`src/rtl/clock_ctrl_pkg.sv`:
```
// Shared types and width helpers for the clock mode/sequencing controller.
package clock_ctrl_pkg;

  typedef enum logic [1:0] {
    RUN      = 2'd0,
    SET_HOUR = 2'd1,
    SET_MIN  = 2'd2
  } mode_e;

  localparam int TIMEOUT_W = 32;

  // Counter width able to hold any value 0..v-1 with one spare bit.
  function automatic int cnt_w(input int unsigned v);
    return $clog2(v) + 1;
  endfunction

  function automatic int unsigned max2(input int unsigned a, input int unsigned b);
    return (a > b) ? a : b;
  endfunction

endpackage

```
`src/rtl/btn_pulse.sv`:
```
// Pushbutton front end: 2-FF synchronizer, then a registered rising-edge pulse
// that appears three cycles after the first clock edge sampling the raw input high.
module btn_pulse (
  input  logic clk,
  input  logic rst,
  input  logic raw,
  output logic pulse,
  output logic sync_lvl
);

  // [0],[1] synchronizer; [2],[3] delayed copies feeding the edge detector.
  logic [3:0] sh_reg;

  always_ff @(posedge clk) begin
    if (rst) begin
      sh_reg <= '0;
      pulse  <= 1'b0;
    end else begin
      sh_reg <= {sh_reg[2:0], raw};
      pulse  <= sh_reg[2] & ~sh_reg[3];
    end
  end

  assign sync_lvl = sh_reg[1];

endmodule

```
`src/rtl/clock_set_ctrl.sv`:
```
// Mode FSM, 1 Hz prescaler, auto-repeat, idle timeout and blink phase for the
// hours-minutes-seconds clock; all outputs are registered.
module clock_set_ctrl
  import clock_ctrl_pkg::*;
#(
  parameter int unsigned TICK_DIV    = 100000000,
  parameter int unsigned HOLD_CYC    = 50000000,
  parameter int unsigned REPEAT_CYC  = 20000000,
  parameter int unsigned BLINK_CYC   = 25000000,
  parameter int unsigned TIMEOUT_CYC = 32'd1000000000
) (
  input  logic       clk,
  input  logic       rst,
  input  logic       btn_mode,
  input  logic       btn_up,
  output logic       tick_en,
  output logic       inc_hour,
  output logic       inc_min,
  output logic       sec_clr,
  output logic [1:0] mode,
  output logic       blink
);

  localparam int PW = cnt_w(TICK_DIV);
  localparam int HW = cnt_w(max2(HOLD_CYC, REPEAT_CYC));
  localparam int BW = cnt_w(BLINK_CYC);

  logic mode_pulse, up_pulse, up_lvl, mode_lvl_unused;

  btn_pulse u_mode_btn (
    .clk      (clk),
    .rst      (rst),
    .raw      (btn_mode),
    .pulse    (mode_pulse),
    .sync_lvl (mode_lvl_unused)
  );

  btn_pulse u_up_btn (
    .clk      (clk),
    .rst      (rst),
    .raw      (btn_up),
    .pulse    (up_pulse),
    .sync_lvl (up_lvl)
  );

  mode_e                mode_reg, mode_next;
  logic [PW-1:0]        presc_reg;
  logic [HW-1:0]        hold_cnt_reg;
  logic                 holding_reg, repeating_reg;
  logic [BW-1:0]        blink_cnt_reg;
  logic [TIMEOUT_W-1:0] idle_cnt_reg;
  logic in_set, next_in_set, up_act, rep_fire, strobe, timeout, mode_chg;

  always_comb begin
    in_set   = (mode_reg == SET_HOUR) || (mode_reg == SET_MIN);
    up_act   = in_set && up_pulse && !mode_pulse;
    // First repeat after HOLD_CYC, then every REPEAT_CYC; a mode or up pulse pre-empts it.
    rep_fire = in_set && holding_reg && up_lvl && !mode_pulse && !up_pulse &&
               (repeating_reg ? (hold_cnt_reg == HW'(REPEAT_CYC - 1))
                              : (hold_cnt_reg == HW'(HOLD_CYC - 1)));
    strobe   = up_act || rep_fire;
    timeout  = in_set && !mode_pulse && !strobe && (idle_cnt_reg == TIMEOUT_CYC - 1);

    mode_next = mode_reg;
    case (mode_reg)
      SET_HOUR: begin
        if (mode_pulse)   mode_next = SET_MIN;
        else if (timeout) mode_next = RUN;
      end
      SET_MIN: begin
        if (mode_pulse || timeout) mode_next = RUN;
      end
      RUN:     mode_next = mode_pulse ? SET_HOUR : RUN;
      default: mode_next = mode_pulse ? SET_HOUR : RUN;
    endcase
    next_in_set = (mode_next != RUN);
    mode_chg    = (mode_next != mode_reg);
  end

  always_ff @(posedge clk) begin
    if (rst) begin
      mode_reg      <= RUN;
      presc_reg     <= '0;
      hold_cnt_reg  <= '0;
      holding_reg   <= 1'b0;
      repeating_reg <= 1'b0;
      blink_cnt_reg <= '0;
      idle_cnt_reg  <= '0;
      tick_en       <= 1'b0;
      inc_hour      <= 1'b0;
      inc_min       <= 1'b0;
      sec_clr       <= 1'b0;
      blink         <= 1'b0;
    end else begin
      mode_reg <= mode_next;

      tick_en <= 1'b0;
      if (in_set) begin
        presc_reg <= '0;
      end else if (presc_reg == PW'(TICK_DIV - 1)) begin
        presc_reg <= '0;
        tick_en   <= 1'b1;
      end else begin
        presc_reg <= presc_reg + 1'b1;
      end

      inc_hour <= strobe && (mode_reg == SET_HOUR);
      inc_min  <= strobe && (mode_reg == SET_MIN);
      sec_clr  <= in_set && !next_in_set;

      if (!in_set || mode_pulse || timeout) begin
        holding_reg <= 1'b0;
      end else if (up_pulse) begin
        holding_reg   <= 1'b1;
        repeating_reg <= 1'b0;
        hold_cnt_reg  <= '0;
      end else if (holding_reg) begin
        if (!up_lvl) begin
          holding_reg <= 1'b0;
        end else if (rep_fire) begin
          repeating_reg <= 1'b1;
          hold_cnt_reg  <= '0;
        end else begin
          hold_cnt_reg <= hold_cnt_reg + 1'b1;
        end
      end

      if (!in_set || mode_chg || mode_pulse || up_pulse || strobe)
        idle_cnt_reg <= '0;
      else
        idle_cnt_reg <= idle_cnt_reg + 1'b1;

      // Blink restarts in the lit phase on mode entry and on every strobe.
      if (!next_in_set) begin
        blink         <= 1'b0;
        blink_cnt_reg <= '0;
      end else if (mode_chg || strobe) begin
        blink         <= 1'b1;
        blink_cnt_reg <= '0;
      end else if (blink_cnt_reg == BW'(BLINK_CYC - 1)) begin
        blink         <= ~blink;
        blink_cnt_reg <= '0;
      end else begin
        blink_cnt_reg <= blink_cnt_reg + 1'b1;
      end
    end
  end

  assign mode = mode_reg;

endmodule

```
`config.mk`:
```
export PLATFORM = sky130hd
export DESIGN_NAME = clock_set_ctrl
export DESIGN_NICKNAME = d
export VERILOG_FILES = /design/src/rtl/clock_ctrl_pkg.sv /design/src/rtl/btn_pulse.sv /design/src/rtl/clock_set_ctrl.sv
export SDC_FILE = /design/constraint.sdc
export NUM_CORES = 1
export LEC_CHECK = 0
export BUFFER_PORTS_ARGS = -buffer_cell sky130_fd_sc_hd__buf_2
export CAP_MARGIN = 20
export CELL_PAD_IN_SITES_DETAIL_PLACEMENT = 1
export CELL_PAD_IN_SITES_GLOBAL_PLACEMENT = 1
export CORE_MARGIN = 5
export CORE_UTILIZATION = 30
export DETAILED_ROUTE_END_ITERATION = 10
export MAX_ROUTING_LAYER = met4
export PLACE_DENSITY = 0.62
export RECOVER_POWER = 25
export SLEW_MARGIN = 10
export SYNTH_ARGS = -nofsm -noshare
export SYNTH_HDL_FRONTEND = slang
export SYNTH_SLANG_ARGS = --single-unit
```
`constraint.sdc`:
```
create_clock -name clk -period 3.68 [get_ports clk]
set_clock_uncertainty 0.2 [all_clocks]
set_input_delay 0.368 -clock clk [delete_from_list [all_inputs] [get_ports clk]]
set_output_delay 0.368 -clock clk [all_outputs]
set_load 0.02 [all_outputs]
```
# Word level (Yosys, flattened, before mapping)
# Cells that the tools add are included.
# classes
bitwise_logic,7
eq_ne,8
muxes,20
addsub,4
n_reduce_logical,41
# op_table
op,n
$mux 27,4
$add 32x1->32 const B,1
$eq 32x30->1 const B,1
$add 28x1->28 const B,1
$eq 28x27->1 const B,1
$add 27x1->27 const B,1
$eq 27x25->1 const B,1
$eq 27x26->1 const B,1
$add 26x1->26 const B,1
$eq 26x25->1 const B,1
$logic_and 1x1->1,13
$mux 1,12
$logic_or 1x1->1,10
$reduce_bool 2->1,5
$reduce_or 2->1,4
$mux 2,3
$logic_not 1->1,5
$not 1->1,5
$pmux 2 s2,1
$reduce_and 4->1,1
$reduce_or 4->1,1
$reduce_and 3->1,1
$reduce_or 3->1,1
$and 1x1->1,2
3 further kinds,3
# totals
word_cells,96
regBits,132
out_inout_bits,7

# Logic depth before layout (Yosys ltp)
# logic_depth
ltp_word,20
ltp_mapped,10
mapped_depth_nobuf,8

# By module
# From an unflattened synthesis, not the netlist that was laid out.
# unflattened
cells_unflattened,698
area_unflattened_um2,6029.5
# by_module_without_submodules
module,seq_area_each_um2,cells_per_inst,instances,area_per_inst_um2
clock_set_ctrl,2442.3,678,1,5754.3
btn_pulse,100.1,10,2,137.6

# Worst setup path before layout
# Ideal clock, no wire load.
# synth_timing
kind,reg-to-reg
from,register mode_reg[0] (netlist: mode[0])
to,register blink_cnt_reg[3]
arrival_ns,2.760
setup_slack_ns,0.645
setup_ns,0.075
path_stages_with_launch,11
n_path_buf,2
path_cell_list,dfxtp_1 inv_1 ha_1 nor2_2 nand4_1 a211o_1 buf_6 a211o_1 buf_2 or4_1 o22ai_1
# synth_via
elab_chain_len,17
# synth_rtl
element,line_no,source
from (decl),clock_set_ctrl.sv:46,"mode_e mode_reg, mode_next;"
from (signal assigned),clock_set_ctrl.sv:95,mode_reg <= mode_next;
$eq 2x1->1 / $eq 2x2->1 (equally long branches),"clock_set_ctrl.sv:55, clock_set_ctrl.sv:65",
$logic_or 1x1->1,clock_set_ctrl.sv:55,in_set = (mode_reg == SET_HOUR) || (mode_reg == SET_MIN);
$logic_and 1x1->1 (5 in series),clock_set_ctrl.sv:58,rep_fire = in_set && holding_reg && up_lvl && !mode_pulse && !up_pulse &&
$logic_or 1x1->1,clock_set_ctrl.sv:61,strobe = up_act || rep_fire;
$logic_not 1->1,clock_set_ctrl.sv:62,timeout = in_set && !mode_pulse && !strobe && (idle_cnt_reg == TIMEOUT_CYC - 1);
$logic_and 1x1->1 (2 in series),clock_set_ctrl.sv:62,
$mux 2 / $logic_or 1x1->1 (equally long branches),"clock_set_ctrl.sv:68, clock_set_ctrl.sv:71",
"$mux 2, on equally long branches","clock_set_ctrl.sv:67, clock_set_ctrl.sv:71",
$pmux 2 s2,clock_set_ctrl.sv:65,case (mode_reg)
$ne 2x2->1 / $reduce_bool 2->1 (equally long branches),"clock_set_ctrl.sv:77, clock_set_ctrl.sv:76",
$logic_or 1x1->1 / $not 1->1 (equally long branches),--,
$reduce_or 4->1 (no line) (*),--,
to (signal assigned),clock_set_ctrl.sv:144,blink_cnt_reg <= blink_cnt_reg + 1'b1;
to (decl),clock_set_ctrl.sv:50,logic [BW-1:0] blink_cnt_reg;
# Every way passes the cells marked *; elsewhere a longest branch is shown, timed or not.
# A chain may end at the register's enable or synchronous reset.

# Worst setup path after layout
# layout_timing
from,register mode_reg[0] (netlist: mode[0])
to,register blink_cnt_reg[7]
# The elaborated chain is that of the path after synthesis.

==> run summary <==
- no — RSZ-0062 raised after global routing
- flop — Critical Path Source Type
- 0.000189 V — worst vdd rail ir drop
- 15,800 um — total wirelength of the detailed-routed design
- 10 — number of I/O port buffers
- a211o_1 — Worst path slowest cell
- 0.440 — proportion of power drawn by flip-flops and latches
- 0 — number of hold violations in the final report
- a211o_1 — most frequent CP cell
- 0 — final setup violation count
- 6530 um^2 — Mapped Area
- 2.55 mW — internal power
- 218 — starting DRC count in detailed routing
- 0.137 — GRT Util Overall
- 1.23 ns — Slew @ Worst Pin
- 132 — post-synthesis register bit count
- 0.06 ns — clock-pin slew of the registers on the worst-case setup and hold paths
- 436 nW/um^2 — P per Cell Area
- 8.67 um^2 — average footprint of a synthesized cell
- 11 — I/O pin count
- 0.186 ns — final hold slack
- 5,430 — vias
- 0.759 — Final Wtd Congestion
- 754 — synthesized netlist cell count
- clkbuf_16 — CTS Root Buffer Type
- 132 — CTS sink count
- 778 — count of nets after finishing
- 61 — library cells used by synthesis
- 21,600 um^2 — total core area
- 33 — pin count of the biggest net entering global routing
- 0 — Antenna Nets Post-Route
- 0 — Synth async-reset ratio
- 4 — detailed-router iteration count before antenna repair
- 0.879 — final critical-path share of the clock period
- 309 MHz — highest clock frequency the design can meet
- 14.9 um — per-cell routed wire length
- 158 um — Die Wd
- 5,400 — vias in the first global route
- 0 — post-cts repair resize count
- 2,557 — # fillers
- 0 ns — Total Negative Setup Slacks
- complete, no violations — result of the run
- 0.0845 — fraction of final layout cells sized beyond drive strength 1
- inv_1, ha_1, nor2_2, nand4_1, a211o_1, a211o_1, buf_4, or3_1, o32ai_1 — list of cells traversed by the critical path
- 0.49 ns — Critical Path Max Stage Delay
- 6910 um^2 — Placed Instance Area
- 5.12 — per-cell via count in the routed design
- compound AO/OA/AOI/OAI gates — dominant delay contributor by cell family on the critical path
- 0 — antenna violations before repair
- 764 — net count after synthesis
- 0.223 — fraction of power spent switching nets
- flop — critical path endpoint category
- 2 — number of buffer and inverter stages on the critical path
- 27,000 um — first-pass GRT wire length
- 2 — clk buf depth
- 3.80 ns — CP required
- 32 — number of flip-flops under the largest register name
- 0.183 — headroom to the max-slew limit
- 731 uW — Switch Pwr
- 3.35 ns — CP arrival
- 0 — yosys synthesis warning count
- 24,800 um^2 — die area
- 7530 um^2 — total non-filler cell area in the finished layout
- 15.3% — area delta synth->final
- 0 — number of antenna repair diodes
- 10,600 um — Detail Placement HPWL
- flop to flop — type of the worst setup path
- 0.016 — share of total power in combinational logic
- 0 — post-route DRC violation count
- 3.28 mW — overall power of the completed layout
- 0.544 — Clock power frac
- 0 — global route overflow
- flop to flop — path type of the worst min-delay path
- 0 — EDFF count, synth
- 4 — H-tree depth reported by CTS
- 0.404 — proportion of synthesized chip area in sequential cells
- 158 um — die boundary height
- built — TritonCTS clock tree
- 0 — Max-cap violations
- 54 — site row count
- 2.47 nW — leakage power total
- 0.302 — starting density of the core
- 3.23 ns — Final min period
- 0.42 ns — worst skew pair latency
- 17 — number of buffers created by CTS
- 0 — Slew Viols, Final
- 16 — maximum fanout along the worst path
- dfxtp_1 — top_reg_cell synth
==> metrics by stage <==
step / utilization / std cells / setup WS [ns]
5_1_grt: 0.348 / 1061 / 0.229
6_report: 0.348 / 1061 / 0.445
3_5_place_dp: 0.320 / 1027 / 0.466
4_1_cts: 0.349 / 1061 / 0.434
2_1_floorplan: - / 754 / 0.645
3_3_place_gp: 0.320 / 1027 / 0.530
==> cells in the mapped netlist, types with 3 or more instances <==
| cell | instances | share of area |
|---|---|---|
| nand4_1 | 29 | 0.028 |
| nand3b_1 | 13 | 0.015 |
| or4_1 | 12 | 0.014 |
| a21o_1 | 3 | 0.0034 |
| o31ai_1 | 8 | 0.0092 |
| buf_2 | 9 | 0.0069 |
| o21ai_0 | 6 | 0.0046 |
| mux2i_1 | 10 | 0.015 |
| nor2_1 | 88 | 0.051 |
| xnor2_1 | 36 | 0.048 |
| or3_1 | 29 | 0.028 |
| nor2b_1 | 16 | 0.015 |
| o2111ai_1 | 3 | 0.0040 |
| ha_1 | 6 | 0.011 |
| o22ai_1 | 15 | 0.014 |
| nor4_1 | 10 | 0.0096 |
| nor3b_1 | 8 | 0.0092 |
| o32ai_1 | 10 | 0.013 |
| nor3_1 | 12 | 0.0092 |
| clkbuf_1 | 22 | 0.013 |
| nor4b_1 | 5 | 0.0067 |
| a21oi_1 | 13 | 0.010 |
| xor2_1 | 47 | 0.063 |
| and2_1 | 7 | 0.0067 |
| and4_1 | 14 | 0.019 |
| nand2_1 | 53 | 0.030 |
| dfxtp_1 | 132 | 0.40 |
| nand3_1 | 55 | 0.042 |
| and3_1 | 22 | 0.021 |
| a211o_1 | 6 | 0.0080 |
| inv_1 | 15 | 0.0086 |
| nor4b_2 | 3 | 0.0069 |
| and4b_1 | 3 | 0.0046 |
==> metal layers <==
layer  vias up  track usage  routed length, um
li1       2752            -                  -
met4         0       0.0508                214
met2        52        0.211               7240
met3        11       0.0257                291
met1      2615        0.178               8090
met5         -            -                  0
==> what timing repair did <==
action	CTS	global route
hold buffers	2	0
endpoints found under the hold margin	2	0
setup buffers	0	0
==> layout by cell type, fill, tap and decap left out, types with 14 or more instances in the layout <==
| cell type | count |
|---|---|
| xor2_1 | 47 |
| dfxtp_1 | 132 |
| and3_1 | 22 |
| clkbuf_16 | 17 |
| nand3_1 | 55 |
| or3_1 | 29 |
| xnor2_1 | 36 |
| o22ai_1 | 15 |
| buf_4 | 15 |
| nor2b_1 | 16 |
| and4_1 | 14 |
| inv_1 | 15 |
| nor2_1 | 88 |
| nand2_1 | 53 |
| nand4_1 | 29 |
==> cells by family after synthesis <==
group,count (synthesis),share of synthesized area
XOR/XNOR,83,0.111
adder cells (fa/ha/maj),6,0.0115
multiplexers,10,0.0153
AO/OA/AOI/OAI,83,0.0929
AND/OR/NAND/NOR,392,0.333
buffers and inverters,48,0.0316
flip-flops,132,0.404
==> worst paths after layout <==
| path | slack, ns | depth (start not counted) | start | to |
|---|---|---|---|---|
| worst min register to register | 0.19 | 1 | u_mode_btn.sh_reg[3]$_SDFF_PP0_ | u_mode_btn.pulse$_SDFF_PP0_ |
| worst min-delay path | 0.19 | 1 | u_mode_btn.sh_reg[3]$_SDFF_PP0_ | u_mode_btn.pulse$_SDFF_PP0_ |
| worst max register to register | 0.45 | 9 | mode[0]$_SDFF_PP0_ | blink_cnt_reg[7]$_SDFF_PP0_ |
| worst max-delay path | 0.45 | 9 | mode[0]$_SDFF_PP0_ | blink_cnt_reg[7]$_SDFF_PP0_ |
==> cell type report <==
| type | count | area [um^2] | area share |
|---|---|---|---|
| clock inverters | 12 | 169 | 0.0224 |
| repair buffers | 28 | 178 | 0.0236 |
| inverters | 15 | 56.3 | 0.00747 |
| clock buffers | 20 | 447 | 0.0593 |
| multi-input cells | 574 | 3690 | 0.490 |
| well taps | 280 | 350 | 0.0465 |
| flip-flops and latches | 132 | 2640 | 0.351 |
==> power groups by stage <==
stage / clock network, mW / registers, mW / logic (mW)
finish: 1.79 / 1.44 / 0.0514
global route: 1.89 / 1.45 / 0.0575
CTS: 1.83 / 1.44 / 0.0530
detailed placement: 0 / 1.48 / 0.0511
global placement: 0 / 1.48 / 0.0506
floorplan: 0 / 1.47 / 0.0365
==> worst register-to-register path, stage by stage, from the launching register on <==
cell     delay, ns
dfxtp_1       0.33
inv_1         0.07
ha_1          0.38
nor2_2        0.32
nand4_1       0.18
a211o_1       0.44
a211o_1       0.49
buf_4         0.27
or3_1         0.35
o32ai_1       0.12
Note: power is estimated with default switching activity, not from simulation.
